===== src/rtl/led7_scan_display.sv =====
// ============================================================================
// Module   : led7_scan_display
// Summary  : 8-bit binary to 3-digit BCD (sequential double-dabble) driving a
//            4-digit multiplexed common-anode 7-segment display, zero-blanked.
// Revision : 1.0 - initial release
// ============================================================================
`default_nettype none

module led7_scan_display #(
    parameter int REFRESH_DIV = 50000
) (
    input  logic       clk,
    input  logic       reset,
    input  logic [7:0] q,
    output logic [6:0] seg,
    output logic [3:0] an,
    output logic       dp
);

    localparam int                 CNT_W   = (REFRESH_DIV > 2) ? $clog2(REFRESH_DIV) : 1;
    localparam logic [CNT_W-1:0]   CNT_MAX = CNT_W'(REFRESH_DIV - 1);
    localparam logic [6:0]         SEG_BLANK = 7'b1111111;

    localparam logic [1:0] ST_IDLE  = 2'd0;
    localparam logic [1:0] ST_SHIFT = 2'd1;
    localparam logic [1:0] ST_DONE  = 2'd2;

    logic [1:0]       state_q,   state_d;
    logic [19:0]      shreg_q,   shreg_d;
    logic [2:0]       bit_cnt_q, bit_cnt_d;
    logic [7:0]       q_cap_q,   q_cap_d;
    logic [7:0]       q_last_q,  q_last_d;
    logic [3:0]       d0_q, d0_d, d1_q, d1_d, d2_q, d2_d;
    logic [CNT_W-1:0] refresh_q, refresh_d;
    logic [1:0]       idx_q,     idx_d;
    logic [6:0]       seg_q,     seg_d;
    logic [3:0]       an_q,      an_d;

    logic [19:0]      adj;
    logic [3:0]       digit;
    logic             blank;

    function automatic logic [6:0] seg_of(input logic [3:0] v);
        logic [6:0] s;
        case (v)
            4'd0:    s = 7'b1000000;
            4'd1:    s = 7'b1111001;
            4'd2:    s = 7'b0100100;
            4'd3:    s = 7'b0110000;
            4'd4:    s = 7'b0011001;
            4'd5:    s = 7'b0010010;
            4'd6:    s = 7'b0000010;
            4'd7:    s = 7'b1111000;
            4'd8:    s = 7'b0000000;
            4'd9:    s = 7'b0010000;
            default: s = SEG_BLANK;
        endcase
        return s;
    endfunction

    // Double-dabble step: correct each BCD nibble before the shift.
    always_comb begin
        adj = shreg_q;
        for (int i = 0; i < 3; i++) begin
            if (shreg_q[8 + 4*i +: 4] >= 4'd5) begin
                adj[8 + 4*i +: 4] = shreg_q[8 + 4*i +: 4] + 4'd3;
            end
        end
    end

    always_comb begin
        state_d   = state_q;
        shreg_d   = shreg_q;
        bit_cnt_d = bit_cnt_q;
        q_cap_d   = q_cap_q;
        q_last_d  = q_last_q;
        d0_d      = d0_q;
        d1_d      = d1_q;
        d2_d      = d2_q;
        case (state_q)
            ST_IDLE: begin
                if (q != q_last_q) begin
                    shreg_d   = {12'b0, q};
                    q_cap_d   = q;
                    bit_cnt_d = 3'd0;
                    state_d   = ST_SHIFT;
                end
            end
            ST_SHIFT: begin
                shreg_d   = {adj[18:0], 1'b0};
                bit_cnt_d = bit_cnt_q + 3'd1;
                if (bit_cnt_q == 3'd7) begin
                    state_d = ST_DONE;
                end
            end
            ST_DONE: begin
                d2_d     = shreg_q[19:16];
                d1_d     = shreg_q[15:12];
                d0_d     = shreg_q[11:8];
                q_last_d = q_cap_q;
                state_d  = ST_IDLE;
            end
            default: state_d = ST_IDLE;
        endcase
    end

    always_comb begin
        refresh_d = refresh_q + CNT_W'(1);
        idx_d     = idx_q;
        if (refresh_q == CNT_MAX) begin
            refresh_d = '0;
            idx_d     = idx_q + 2'd1;
        end
    end

    // Outputs are registered from the current idx/digits, so seg and an move together.
    always_comb begin
        digit = d0_q;
        blank = 1'b0;
        case (idx_q)
            2'd0: begin digit = d0_q; blank = 1'b0; end
            2'd1: begin digit = d1_q; blank = (d2_q == 4'd0) && (d1_q == 4'd0); end
            2'd2: begin digit = d2_q; blank = (d2_q == 4'd0); end
            default: begin digit = 4'd0; blank = 1'b1; end
        endcase
        seg_d = blank ? SEG_BLANK : seg_of(digit);
        an_d  = ~(4'b0001 << idx_q);
    end

    always_ff @(posedge clk or negedge reset) begin
        if (!reset) begin
            state_q   <= ST_IDLE;
            shreg_q   <= '0;
            bit_cnt_q <= '0;
            q_cap_q   <= '0;
            q_last_q  <= '0;
            d0_q      <= '0;
            d1_q      <= '0;
            d2_q      <= '0;
            refresh_q <= '0;
            idx_q     <= '0;
            seg_q     <= SEG_BLANK;
            an_q      <= 4'b1111;
        end else begin
            state_q   <= state_d;
            shreg_q   <= shreg_d;
            bit_cnt_q <= bit_cnt_d;
            q_cap_q   <= q_cap_d;
            q_last_q  <= q_last_d;
            d0_q      <= d0_d;
            d1_q      <= d1_d;
            d2_q      <= d2_d;
            refresh_q <= refresh_d;
            idx_q     <= idx_d;
            seg_q     <= seg_d;
            an_q      <= an_d;
        end
    end

    assign seg = seg_q;
    assign an  = an_q;
    assign dp  = 1'b1;

endmodule

`default_nettype wire


===== config.mk =====
export PLATFORM = sky130hd
export DESIGN_NAME = led7_scan_display
export DESIGN_NICKNAME = d
export VERILOG_FILES = /design/src/rtl/led7_scan_display.sv
export SDC_FILE = /design/constraint.sdc
export NUM_CORES = 1
export LEC_CHECK = 0
export ABC_AREA = 1
export CAP_MARGIN = 20
export CORE_MARGIN = 4
export CORE_UTILIZATION = 45
export CTS_CLUSTER_DIAMETER = 80
export DETAILED_ROUTE_END_ITERATION = 8
export MAX_ROUTING_LAYER = met4
export RECOVER_POWER = 50
export SETUP_SLACK_MARGIN = 0.02
export SLEW_MARGIN = 15
export SYNTH_ARGS = -nofsm -noshare
export SYNTH_HDL_FRONTEND = slang
export SYNTH_SLANG_ARGS = --single-unit

===== constraint.sdc =====
create_clock -name clk -period 2.35 [get_ports clk]
set_input_delay 0.5875 -clock clk [delete_from_list [all_inputs] [get_ports clk]]
set_output_delay 0.5875 -clock clk [all_outputs]
set_load 0.01 [all_outputs]

==> flow_summary.ini <==
[critical_path]
cp_data_arrival_time_ns = 1.39
endpoint_kind = output port
cp_cell_sequence = clkdlybuf4s50_1
crit_buf_inv = 1
worstSetupStartpointType = flop
critPathRequiredTime_ns = 1.76
crit_type = flop to output port
cp_top_family = flip-flops
slowest_stage = dfstp_2
cpPeakStageDelay_ns = 0.52
crit_path_max_fanout = 1

[grt]
grt_pass1_wl_microns = 13210
antenna_found_initial = 0
grt_max_degree = 44
grt_usage = 0.1615
grt_overflow = 0
first_global_vias = 2962

[synth]
synth_area_sq_mm = 0.004104
syn_avg_cell_area_sq_um = 8.358
syn_inst = 491
ys_ff_latch = 82
synth_seq_area_share = 0.5034
yosysWarnings = 0
syn_nets = 520
synth_cell_type_count = 35

[drt]
num_vias = 3076
drt_iter0_drc = 135
post_drt_wl_per_cell_microns = 12.00
wl_microns = 7548
drtAntennaViolNets = 0
remaining_drc_errors = 0
vias_per_cell = 4.890
firstDrtPassIters = 4

[floorplan]
pin_count = 22
fp-row-count = 34
core-area_sq_mm = 0.008806
chipHeight_microns = 103.5
dieArea_sq_mm = 0.01071
dieWidth_microns = 103.5
start_util = 0.4660

[clock_network]
path_clk_slew_ns = 0.09
postCtsHoldBufs = 0
clockBufferDepth = 2
cts_resized = 0
cts-root-buf = clkbuf_8
cts_buffers = 9
clock_latency_ns = 0.35
cts_setup_buffers = 0
cts_tree = yes
htree_levels = 3
cts.sinks = 82

[timing]
finalCriticalPeriod_ns = 1.980
slew-limit-headroom = 0.3179
tns_ns = 0
fmax_mhz = 505.1
rsz0062_at_grt = false
finalCritPeriodShare = 0.8425
finalSetupViolations = 0
final_max_slew_viol_count = 0
finalWorstSetupSlack_ns = 0.3702
finalClockSkew_ns = 0.01142
tightestPinTransition_ns = 1.023
finalHoldViolations = 0

[final_layout]
syn2layout_area_growth_pct = 12.41
regArea_sq_mm = 0.002066
diodes = 0
fillers = 834
multiInputGateArea_sq_mm = 0.001727
drive_above_1_share = 0.1036
fin_nets = 545

[power]
p_leak_nw = 2.337
seqPwrFrac = 0.434
clkPwrFrac = 0.196
p_sw_mw = 1.944
combPwrFrac = 0.369
ir_drop_mv = 0.6222
p_int_mw = 3.204
p_per_area_mw_per_mm2 = 1116
swShare = 0.3776

[placed_design]
io_buffer_count = 20
routabilityCongestion = 0.8859
place_ws_ns = 0.1159
hpwl_microns = 5342

[job]
cap_violations = 0

[hold_path]
hold_class = primary input to asynchronous set/reset pin

[outcome]
status = complete, no violations
## worst reg2reg max path: cells and delay by family, from the launching register on
kind / cells / cell delay [ns]
adder cells (fa/ha/maj): 2 / 0.56
buffers and inverters: 2 / 0.22
AND/OR/NAND/NOR: 6 / 0.69
flip-flops: 1 / 0.42
## layout by cell type (no fill, tap or decap), drive strengths merged, types with 2 or more instances in the layout
cell type,synthesis,final
clkbuf,5,14
nor4,3,3
mux2,3,3
xor2,10,10
o21bai,2,2
a21oi,15,15
o21ai,44,44
clkinvlp,0,2
dfstp,11,11
nor3,5,5
dfrtp,71,71
inv,63,63
clkinv,1,4
or2,2,2
clkdlybuf4s50,0,19
xnor2,4,4
ha,19,19
nand3,46,46
nand2,133,133
nor2,40,40
buf,8,4
nand4,2,2
## synth_stat cells (all sizes together)
cell / instances / area, sq um
nand4: 2 / 12.51
dfstp: 11 / 289.0
xnor2: 4 / 35.03
o21bai: 2 / 18.77
nor2: 40 / 155.1
nand3b: 1 / 20.02
nor3: 5 / 36.29
a21oi: 15 / 75.07
clkbuf: 5 / 18.77
nand2: 133 / 509.2
and3: 1 / 6.260
buf: 8 / 52.54
inv: 63 / 236.5
o211ai: 1 / 7.510
clkinv: 1 / 3.750
o21ai: 44 / 220.2
nand3: 46 / 230.2
ha: 19 / 237.7
nor4: 3 / 25.02
conb: 1 / 3.750
xor2: 10 / 87.58
dfrtp: 71 / 1777
or2: 2 / 12.52
mux2: 3 / 33.78
## area by class of cell
cell class                 instances  share of cell area
timing repair buffer              27             0.05424
inverter                          64             0.05207
tap                              108             0.02929
clock buffer                      10             0.02766
clock inverter                     6             0.01465
sequential                        82              0.4478
multi-input combinational        332              0.3743
## power groups by stage
| stage | Sequential (mW) | Combinational [mW] | Clock, mW |
|---|---|---|---|
| after floorplan | 2.22 | 1.43 | 0 |
| after global placement | 2.25 | 1.88 | 0 |
| after detailed placement | 2.26 | 1.93 | 0 |
| after CTS | 2.23 | 1.94 | 1.05 |
| after global routing | 2.29 | 2.26 | 1.10 |
| final | 2.24 | 1.90 | 1.01 |
## logic make-up (layout without fill, tap and decap cells)
group                      after synthesis  after routing  synth area share
AOI/OAI and AO/OA                       62             62           0.07835
xor gates and xnor gates                14             14           0.02988
adders and majority gates               19             19           0.05793
buffers and inverters                   77            107           0.07591
DFF                                     82             82            0.5034
muxes                                    3              3          0.008231
other                                    1              1         0.0009138
and+or+nand+nor                        233            233            0.2454
## per-layer routing
metal / part of all wire / global-route usage / up-vias
met5: 0 / - / -
met4: 0.013 / 0.06275 / 0
met3: 0.038 / 0.03689 / 12
met2: 0.44 / 0.2373 / 47
met1: 0.51 / 0.2176 / 1419
li1: - / - / 1598
## sequential cells by signal, indices dropped and copies added, names as in the netlist
register / cells
bit_cnt_q: 3
d0_q: 4
seg: 7
q_last_q: 8
d2_q: 4
an: 4
q_cap_q: 8
idx_q: 2
refresh_q: 16
d1_q: 4
state_q: 2
shreg_q: 20
## per-stage QoR
step	hold slack [ns]	util	cells	power, mW	instance area, sq um
finish	0.4077	0.5239	629	5.148	4613
global route	0.4915	0.5239	629	5.656	4613
CTS	0.2335	0.5267	629	5.221	4638
detailed placement	0.4566	0.5045	613	4.188	4443
global placement	0.4511	0.5045	613	4.128	4443
floorplan	0.2919	-	491	3.646	4104
## path summary, 6_finish.rpt
kind | endpoint | depth (start not counted) | slack, ns | start
max | seg[1] | 1 | 0.37 | seg[1]
min | refresh_q[1] | 1 | 0.41 | reset
max reg2reg | seg[3] | 10 | 0.39 | idx_q[0]
min reg2reg | refresh_q[0] | 1 | 0.46 | refresh_q[0]
max in group asynchronous | q_last_q[0] | 2 | 0.75 | reset
min in group clk | refresh_q[0] | 1 | 0.46 | refresh_q[0]
(Power assumes the default switching activity.)
